--- config.mk ---
export PLATFORM = sky130hd
export DESIGN_NAME = dma_chan_regfile
export DESIGN_NICKNAME = d
export VERILOG_FILES = /design/src/rtl/dma_chan_regfile.sv
export SDC_FILE = /design/constraint.sdc
export NUM_CORES = 1
export LEC_CHECK = 0
export CAP_MARGIN = 10
export CORE_ASPECT_RATIO = 2
export CORE_MARGIN = 10
export CORE_UTILIZATION = 41
export DETAILED_ROUTE_END_ITERATION = 8
export MAX_ROUTING_LAYER = met4
export SYNTH_ARGS = -nofsm -noshare
export SYNTH_HDL_FRONTEND = slang
export SYNTH_SLANG_ARGS = --single-unit
--- constraint.sdc ---
create_clock -name CLK -period 3.86 [get_ports CLK]
set_input_delay 0.386 -clock CLK [delete_from_list [all_inputs] [get_ports CLK]]
set_output_delay 0.386 -clock CLK [all_outputs]
set_load 0.03 [all_outputs]
--- src/rtl/dma_chan_regfile.sv ---
// Per-channel address/word-count register file for an 8237A-style DMA controller.
// Build option: define DMA_AUTOINIT_EN to add base registers and honour autoinit reload on TC.
module dma_chan_regfile #(
  parameter int NCH = 4,
  parameter int AW  = 16,
  parameter int BW  = 8,
  localparam int CW = (NCH > 1) ? $clog2(NCH) : 1
) (
  input  logic           CLK,
  input  logic           RESET,
  input  logic           wr_en,
  input  logic           rd_en,
  input  logic [2:0]     reg_sel,
  input  logic [CW-1:0]  ch_sel,
  input  logic [7:0]     wdata,
  output logic [7:0]     rdata,
  input  logic           xfer,
  input  logic [CW-1:0]  xfer_ch,
  input  logic [NCH-1:0] req_in,
  output logic [AW-1:0]  cur_addr,
  output logic [NCH-1:0] tc,
  output logic [NCH-1:0] ch_mask
);

  localparam int NB = AW / 8;
  localparam int PW = (NB > 1) ? $clog2(NB) : 1;

  localparam logic [2:0] SEL_ADDR = 3'd0;
  localparam logic [2:0] SEL_CNT  = 3'd1;
  localparam logic [2:0] SEL_MODE = 3'd2;
  localparam logic [2:0] SEL_STAT = 3'd3;
  localparam logic [2:0] SEL_PCLR = 3'd4;
  localparam logic [2:0] SEL_MCLR = 3'd5;

  if (BW != 8 || NCH < 1 || NCH > 4 || AW < 8 || AW > 32 || (AW % 8) != 0) begin : g_param_check
    $error("dma_chan_regfile: illegal NCH/AW/BW");
  end

  logic [AW-1:0]  cur_addr_q [NCH];
  logic [AW-1:0]  cur_cnt_q  [NCH];
`ifdef DMA_AUTOINIT_EN
  logic [AW-1:0]  base_addr_q [NCH];
  logic [AW-1:0]  base_cnt_q  [NCH];
`endif
  logic [2:0]     mode_q [NCH];
  logic [PW-1:0]  ptr;
  logic [NCH-1:0] req_q;
  logic [NCH-1:0] tcflag;

  logic           ch_ok;
  logic           xch_ok;
  logic           ptr_access;
  logic [PW-1:0]  ptr_next;
  logic           do_xfer;
  logic           is_tc;
  logic           autoinit;
  logic [7:0]     status_byte;
  logic [7:0]     rd_byte;

  function automatic logic [7:0] get_byte(input logic [AW-1:0] v, input logic [PW-1:0] p);
    logic [7:0] b;
    b = '0;
    for (int i = 0; i < NB; i++)
      if (p == PW'(i)) b = v[i*8 +: 8];
    return b;
  endfunction

  function automatic logic [AW-1:0] set_byte(input logic [AW-1:0] v, input logic [PW-1:0] p,
                                             input logic [7:0] b);
    logic [AW-1:0] r;
    r = v;
    for (int i = 0; i < NB; i++)
      if (p == PW'(i)) r[i*8 +: 8] = b;
    return r;
  endfunction

  always_comb begin
    ch_ok      = int'(ch_sel) < NCH;
    xch_ok     = int'(xfer_ch) < NCH;
    ptr_access = (wr_en || rd_en) && (reg_sel == SEL_ADDR || reg_sel == SEL_CNT);
    ptr_next   = (ptr == PW'(NB - 1)) ? '0 : ptr + 1'b1;
    do_xfer    = xfer && xch_ok && !ch_mask[xfer_ch];
    is_tc      = do_xfer && (cur_cnt_q[xfer_ch] == '0);
`ifdef DMA_AUTOINIT_EN
    autoinit   = mode_q[xfer_ch][1];
`else
    autoinit   = 1'b0;
`endif
    cur_addr   = xch_ok ? cur_addr_q[xfer_ch] : '0;

    status_byte = '0;
    for (int c = 0; c < NCH; c++) begin
      status_byte[c]     = tcflag[c];
      status_byte[4 + c] = req_q[c];
    end

    rd_byte = '0;
    case (reg_sel)
      SEL_ADDR: if (ch_ok) rd_byte = get_byte(cur_addr_q[ch_sel], ptr);
      SEL_CNT:  if (ch_ok) rd_byte = get_byte(cur_cnt_q[ch_sel], ptr);
      SEL_MODE: if (ch_ok) rd_byte = {5'b0, mode_q[ch_sel]};
      SEL_STAT: rd_byte = status_byte;
      default:  rd_byte = '0;
    endcase
  end

  // Later assignments override earlier ones: status-read clear < TC set, xfer step < CPU write.
  always_ff @(posedge CLK or negedge RESET) begin
    if (!RESET) begin
      for (int c = 0; c < NCH; c++) begin
        cur_addr_q[c]  <= '0;
        cur_cnt_q[c]   <= '0;
`ifdef DMA_AUTOINIT_EN
        base_addr_q[c] <= '0;
        base_cnt_q[c]  <= '0;
`endif
        mode_q[c]      <= '0;
      end
      ptr     <= '0;
      req_q   <= '0;
      tcflag  <= '0;
      rdata   <= '0;
      tc      <= '0;
      ch_mask <= '1;
    end else if (wr_en && reg_sel == SEL_MCLR) begin
      for (int c = 0; c < NCH; c++) begin
        cur_addr_q[c]  <= '0;
        cur_cnt_q[c]   <= '0;
`ifdef DMA_AUTOINIT_EN
        base_addr_q[c] <= '0;
        base_cnt_q[c]  <= '0;
`endif
        mode_q[c]      <= '0;
      end
      ptr     <= '0;
      req_q   <= '0;
      tcflag  <= '0;
      rdata   <= '0;
      tc      <= '0;
      ch_mask <= '1;
    end else begin
      req_q <= req_in;
      tc    <= '0;

      if (ptr_access) ptr <= ptr_next;
      if (wr_en && reg_sel == SEL_PCLR) ptr <= '0;

      if (rd_en) rdata <= rd_byte;
      if (rd_en && reg_sel == SEL_STAT) tcflag <= '0;

      if (do_xfer) begin
        if (is_tc) begin
          tc[xfer_ch]     <= 1'b1;
          tcflag[xfer_ch] <= 1'b1;
        end
        if (is_tc && autoinit) begin
`ifdef DMA_AUTOINIT_EN
          cur_addr_q[xfer_ch] <= base_addr_q[xfer_ch];
          cur_cnt_q[xfer_ch]  <= base_cnt_q[xfer_ch];
`endif
        end else begin
          if (!mode_q[xfer_ch][2])
            cur_addr_q[xfer_ch] <= mode_q[xfer_ch][0] ? cur_addr_q[xfer_ch] - 1'b1
                                                      : cur_addr_q[xfer_ch] + 1'b1;
          cur_cnt_q[xfer_ch] <= cur_cnt_q[xfer_ch] - 1'b1;
          if (is_tc) ch_mask[xfer_ch] <= 1'b1;
        end
      end

      if (wr_en && ch_ok) begin
        case (reg_sel)
          SEL_ADDR: begin
            cur_addr_q[ch_sel]  <= set_byte(cur_addr_q[ch_sel], ptr, wdata);
`ifdef DMA_AUTOINIT_EN
            base_addr_q[ch_sel] <= set_byte(base_addr_q[ch_sel], ptr, wdata);
`endif
          end
          SEL_CNT: begin
            cur_cnt_q[ch_sel]  <= set_byte(cur_cnt_q[ch_sel], ptr, wdata);
`ifdef DMA_AUTOINIT_EN
            base_cnt_q[ch_sel] <= set_byte(base_cnt_q[ch_sel], ptr, wdata);
`endif
            if (ptr_next == '0) ch_mask[ch_sel] <= 1'b0;
          end
          SEL_MODE: mode_q[ch_sel] <= wdata[2:0];
          default: ;
        endcase
      end
    end
  end

endmodule

==> results of run 1 <==
-- kinds of logic after synthesis --
kind of cell             share of synthesized area, %
AO/OA/AOI/OAI                                    19.3
flip-flops                                       36.2
AND/OR/NAND/NOR                                  17.2
buffers and inverters                            3.76
adder cells (fa/ha/maj)                          1.93
multiplexers                                     19.9
XOR/XNOR                                         1.74
-- power groups by stage --
stage,clock network (mW),logic [mW],registers [mW]
2_1_floorplan,0,2.25,2.49
3_3_place_gp,0,3.13,2.58
3_5_place_dp,0,3.15,2.61
4_1_cts,1.78,3.17,2.58
5_1_grt,1.85,3.44,2.65
6_report,1.76,3.19,2.59
-- worst min path at each step --
| stage | endpoint | slack, ps | cells past startpoint |
|---|---|---|---|
| CTS | mode_q[10]$_DFFE_PN0P_ | 470 | 2 |
| global route | req_q[1]$_DFF_PN0_ | 510 | 2 |
| detailed placement | cur_cnt_q[32]$_DFF_PN0_ | 380 | 1 |
| finish | mode_q[10]$_DFFE_PN0P_ | 460 | 2 |
| floorplan | cur_addr_q[0]$_DFF_PN0_ | 90 | 0 |
| global placement | cur_cnt_q[32]$_DFF_PN0_ | 380 | 1 |
-- layer usage --
metal	up-vias	wire [um]	GRT usage (%)
met2	450	22800	42.9
met4	0	3410	18.6
met1	5160	14400	23.4
met3	210	1980	3.16
li1	4654	-	-
met5	-	0	-
-- synth_stat cells, drive strengths merged, types with 3 or more instances --
cell type,instances
ha,16
nor4,7
nand2b,15
mux2,8
nor3,12
nor2,146
nand4b,7
dfstp,4
xor2,5
clkbuf,81
buf,19
a21o,14
o21ai,49
a31oi,17
o211ai,38
mux2i,68
inv,8
nor2b,15
o31ai,9
a211o,8
a221oi,14
a211oi,12
o22a,3
mux4,67
o32ai,24
a311oi,5
xnor2,16
nand4,8
or2,5
a21oi,112
o21a,3
o221a,3
nand3,25
dfrtp,161
and2,18
nand2,159
o22ai,22
-- sequential cells by signal, indices dropped and copies added, names as in the netlist --
| signal | count |
|---|---|
| req_q | 4 |
| ch_mask | 4 |
| ptr | 1 |
| tcflag | 4 |
| tc | 4 |
| cur_cnt_q | 64 |
| cur_addr_q | 64 |
| rdata | 8 |
| mode_q | 12 |
-- worst register-to-register path, delay by kind of cell (launching register included) --
family | cells | cell delay (ps)
flip-flops | 1 | 440
adder cells (fa/ha/maj) | 1 | 380
AND/OR/NAND/NOR | 2 | 740
multiplexers | 1 | 730
AO/OA/AOI/OAI | 4 | 980
-- timing repair --
action | 4_1_cts | 5_1_grt
endpoints found under the hold margin | 46 | 0
gates resized for setup | 0 | 0
hold buffers | 1 | 0
-- metrics by stage --
stage,util [%],area [sq um]
detailed placement,45.6,12600
finish,47.8,13200
global placement,45.6,12600
CTS,47.8,13200
global route,47.8,13200
floorplan,-,11400
-- area by class of cell --
| type | count | area share, % |
|---|---|---|
| clock buffers | 19 | 3.37 |
| well taps | 352 | 3.35 |
| repair buffers | 122 | 8.07 |
| inverters | 8 | 0.228 |
| flip-flops and latches | 165 | 31.4 |
| clock inverters | 13 | 1.12 |
| multi-input cells | 952 | 52.4 |
==> metrics, run 1 <==
Post-CTS Repair Setup Buffers 0; number of cell rows between 80 and 90; final std cells w/o fill 1631; FF+latch count, synth 165; Critical Path Fanout Max 17; number of synthesized flops with an enable pin 0; dpl cells 1598; post-DR vias/cell between 6 and 7; NetSw 2.95 mW; Buf/Inv on CP 0; Synth Flop Type dfrtp_1; Slowest-stage cell, CP mux4_2; status completed; setup violators final 0; synthesized area per cell 9.33 sq um; Slew Viols, Final 0; area leader, netlist dfrtp_1; die height 256 um; period utilization between 80 and 90%; Final WS setup 474 ps; total CTS buffers 17; crit path time final 3390 ps; vias in the first global route 10800; Clock Sinks 165; min-delay worst type input port to asynchronous set/reset pin; sequential area share after synthesis 36.2%; Worst EP arrival 3710 ps; P_leak 5.38 nW; PD cells between 500 and 600 nW/um^2; hpwl dp a little over 30 mm; Port Buf Inserts 55; Power, Total 7.53 mW; # DRC 0; IO Count 56; Critical R2R Capture cur_addr_q[13]$_DFF_PN0_; drt first pass iters 5; Clk network pwr share 23.4%; internal power 4.58 mW; flop2flop setup slack 470 ps; die area 35400 sq um; switch share between 30% and 40%; clock root cell clkbuf_16; routed via count roughly 10000; syn nets about 1300; Post-synth ARST share 100%; RSZ-0062 raised after global routing false; WP depth 8; Register-to-Register Path Depth 8; crit-path cells mux4_2 > ha_1 > nor2b_1 > a221oi_2 > a211oi_1 > or4_1 > a31oi_1 > a21oi_1; DRT antenna net count 0; most frequent cells in the layout 160 x dfrtp_1, 159 x nand2_1, 146 x nor2_1; final hold violations 0; largest net degree at the start of global routing between 70 and 80; clock latency on the worst-skew pair roughly 460 ps; Synth-to-Final Area Change 15.1%; clock transition at the registers of the reported paths 70 ps; worst slack, placed 275 ps; crit start category register; GP Congestion 0.968; Congestion Overflow GR 0; post-synthesis cell type count 62; Slew HR 38.0%; Comb power frac 42.3%; Worst-Margin Slew 929 ps; Worst Skew 16.4 ps; worst setup path end cur_addr_q[13]$_DFF_PN0_; CTS HTree Levels 4; DRT iter0 DRCs 909; Maximum Capacitance Violations 0; nets 1307; register area ~4100 sq um; CP top delay family compound AO/OA/AOI/OAI gates; initial antenna violation count 0; Synth Warn # 0; Worst path max stage delay 720 ps; Longest Clk Path Bufs 2; post-synth top area share 35.3%; Crit Path Class register to register; Routed WL per cell 26.2 um; Antenna diodes 0; Syn Std Cell Area 11400 sq um; Core Area 27500 sq um; share of post-route cells with drive strength above 1 16.1%; starting density of the core 41.5%; Worst Setup End Kind register; first-pass GRT wire length around 65 mm; top cells by area, synth dfrtp_1 35%, mux4_2 13%, mux2i_1 6.0%; Cells after Synth 1225; hold slack ~460 ps; Total GRT Usage between 20 and 25%; Required @ worst endpoint 4190 ps; commonest non-fill, non-tap cell in the layout dfrtp_1; power share of the sequential group 34.3%; setup TNS 0 ps; die width 138 um; Filler Cell Count 2700; CP startpoint mode_q[9]$_DFFE_PN0P_; worst r2r src mode_q[9]$_DFFE_PN0P_; total wire length 42.7 mm; CTS tree built; FMAX 0.295 GHz; Multi-input gate area slightly below 7000 sq um; Max VDD drop 310 uV
(Power assumes the default switching activity.)
==> run 2: changes to the inputs <==
SLEW_MARGIN = 15   (was unset)
==> results of run 2 <==
Same layout as run 1: the final DEF is identical, and so are final timing and power.
==> run 3: changes to the inputs <==
SETUP_SLACK_MARGIN = 0.2   (was unset)
==> metrics, run 3 (same netlist as run 1, synthesis figures left out) <==
status completed (unchanged); CP startpoint mode_q[9]$_DFFE_PN0P_ (unchanged); DRT antenna net count 0 (unchanged); Slowest-stage cell, CP o221ai_1 (was mux4_2); Clock Sinks 165 (unchanged); Worst EP arrival 3830 ps (was 3710 ps); PD cells 573 nW/um^2 (was 572 nW/um^2); worst r2r src mode_q[9]$_DFFE_PN0P_ (unchanged); Worst Setup End Kind register (unchanged); final instance area 13200 sq um (about the same); clock root cell clkbuf_16 (unchanged); Total GRT Usage 24.5% (was 24.3%); DRT iter0 DRCs 1119 (was 909); Required @ worst endpoint 4160 ps (was 4190 ps); worst setup path end cur_addr_q[63]$_DFF_PN0_ (was cur_addr_q[13]$_DFF_PN0_); IO Count 56 (unchanged); largest net degree at the start of global routing 93 (was 76); Register-to-Register Path Depth 8 (unchanged); commonest non-fill, non-tap cell in the layout dfrtp_1 (unchanged); Congestion Overflow GR 0 (unchanged); crit-path cells mux4_2 > ha_1 > o21a_1 > o221ai_1 > o22a_1 > o221ai_1 > mux2i_1 > o211ai_1 (was mux4_2 > ha_1 > nor2b_1 > a221oi_2 > a211oi_1 > or4_1 > a31oi_1 > a21oi_1); Antenna diodes 0 (unchanged); Filler Cell Count 2664 (was 2700); min-delay worst type input port to asynchronous set/reset pin (unchanged); P_leak 5.40 nW (was 5.38 nW); starting density of the core 41.5% (unchanged); Maximum Capacitance Violations 0 (unchanged); routed via count 10600 (was 10500); Longest Clk Path Bufs 2 (unchanged); Buf/Inv on CP 0 (unchanged); GP Congestion 0.956 (was 0.968); total wire length 43.3 mm (was 42.7 mm); WP depth 8 (unchanged); # DRC 0 (unchanged); clock transition at the registers of the reported paths 80 ps (was 70 ps); final hold violations 0 (unchanged); final std cells w/o fill 1632 (was 1631); first-pass GRT wire length 66.0 mm (was 65.2 mm); dpl cells 1600 (was 1598); # resized after CTS 0 (unchanged); die width 138 um (unchanged); Slew Viols, Final 0 (unchanged); setup violators final 0 (unchanged); RSZ-0062 raised after global routing false (unchanged); initial antenna violation count 0 (unchanged); CTS tree built (unchanged); crit start category register (unchanged); post-DR vias/cell 6.49 (was 6.42); Top cell by count, worst path o221ai_1; Core Area 27500 sq um (unchanged); Slew HR 36.3% (was 38.0%); Port Buf Inserts 55 (unchanged); die height 256 um (unchanged); hold slack 39.6 ps (was 463 ps); flop2flop setup slack 330 ps (was 470 ps); total CTS buffers 17 (unchanged); number of cell rows 86 (unchanged); Max VDD drop 326 uV (was 310 uV); hpwl dp 31.8 mm (was 31.1 mm); period utilization 91.5% (was 87.7%); share of post-route cells with drive strength above 1 16.4% (was 16.1%); Crit Path Class register to register (unchanged); CP top delay family compound AO/OA/AOI/OAI gates (unchanged); Worst-Margin Slew 956 ps (was 929 ps); Hold-fix buffers, CTS 0 (was 1); most frequent cells in the layout 160 x dfrtp_1, 159 x nand2_1, 146 x nor2_1 (unchanged); Post-CTS Repair Setup Buffers 0 (unchanged); FMAX 0.283 GHz (was 0.295 GHz); Synth-to-Final Area Change 15.3% (was 15.1%); setup TNS 0 ps (unchanged); nets 1308 (was 1307); Routed WL per cell 26.5 um (was 26.2 um); Critical Path Fanout Max 14 (was 17); vias in the first global route 10900 (was 10800); placed inst area 12600 sq um (about the same); die area 35400 sq um (unchanged); CTS HTree Levels 4 (unchanged); drt first pass iters 6 (was 5); crit path time final 3530 ps (was 3390 ps); largest registers cur_addr_q (64), cur_cnt_q (64), mode_q (12) (unchanged); Critical R2R Capture cur_addr_q[63]$_DFF_PN0_ (was cur_addr_q[13]$_DFF_PN0_); Worst Skew 10.9 ps (was 16.4 ps); clock latency on the worst-skew pair 450 ps (was 460 ps); Worst path max stage delay 720 ps (about the same)
run 3: cell types whose count changed in the layout (fill, tap and decap cells not counted):
cell / delta
mux2_4: +1
dlygate4sd3_1: -1
inv_8: +4
buf_12: +2
clkinv_2: -2
clkbuf_1: -1
inv_6: +4
clkinv_4: -3
a2111oi_0: -1
mux2_2: -1
bufinv_16: -2
a2111oi_2: +1
run 3: cell type report:
| type | count | area, sq um | area share (%) |
|---|---|---|---|
| Multi-Input combinational cell | 952 | 6910 | 52.4 |
| Sequential cell | 165 | 4140 | 31.4 |
| Timing Repair Buffer | 123 | 1090 | 8.29 |
| Tap cell | 352 | 440 | 3.34 |
| Clock buffer | 18 | 439 | 3.33 |
| Clock inverter | 14 | 131 | 0.997 |
| Inverter | 8 | 30.0 | 0.228 |
run 3: metal layers:
layer / vias to the layer above / global-route usage (%) / wire length, um
li1: 4660 / - / -
met1: 5232 / 23.9 / 14500
met2: 514 / 44.1 / 23400
met3: 183 / 2.64 / 2100
met4: 0 / 17.6 / 3280
met5: - / - / 0
run 3: how the worst min path moves through the flow:
stage	start	to	slack, ps	depth (start not counted)
after floorplan	RESET	cur_addr_q[0]$_DFF_PN0_	90	0
after global placement	mode_q[4]$_DFFE_PN0P_	mode_q[4]$_DFFE_PN0P_	480	2
after detailed placement	mode_q[4]$_DFFE_PN0P_	mode_q[4]$_DFFE_PN0P_	490	2
after CTS	RESET	cur_addr_q[32]$_DFF_PN0_	70	1
after global routing	RESET	cur_cnt_q[16]$_DFF_PN0_	120	1
final	RESET	cur_cnt_q[16]$_DFF_PN0_	40	1
run 3: per-stage QoR:
stage          setup slack (ps)  power [mW]  util [%]
3_5_place_dp                182        5.80      45.8
2_1_floorplan               238        4.75         -
5_1_grt                     235        7.93      47.8
3_3_place_gp                195        5.75      45.8
4_1_cts                     393        7.53      47.8
6_report                    329        7.55      47.8
run 3: report_power, final:
part / total (mW) / internal (mW) / switching, mW
sequential: 2.61 / 2.20 / 0.406
clock: 1.72 / 0.875 / 0.843
combinational: 3.22 / 1.42 / 1.80
total: 7.55 / 4.49 / 3.05
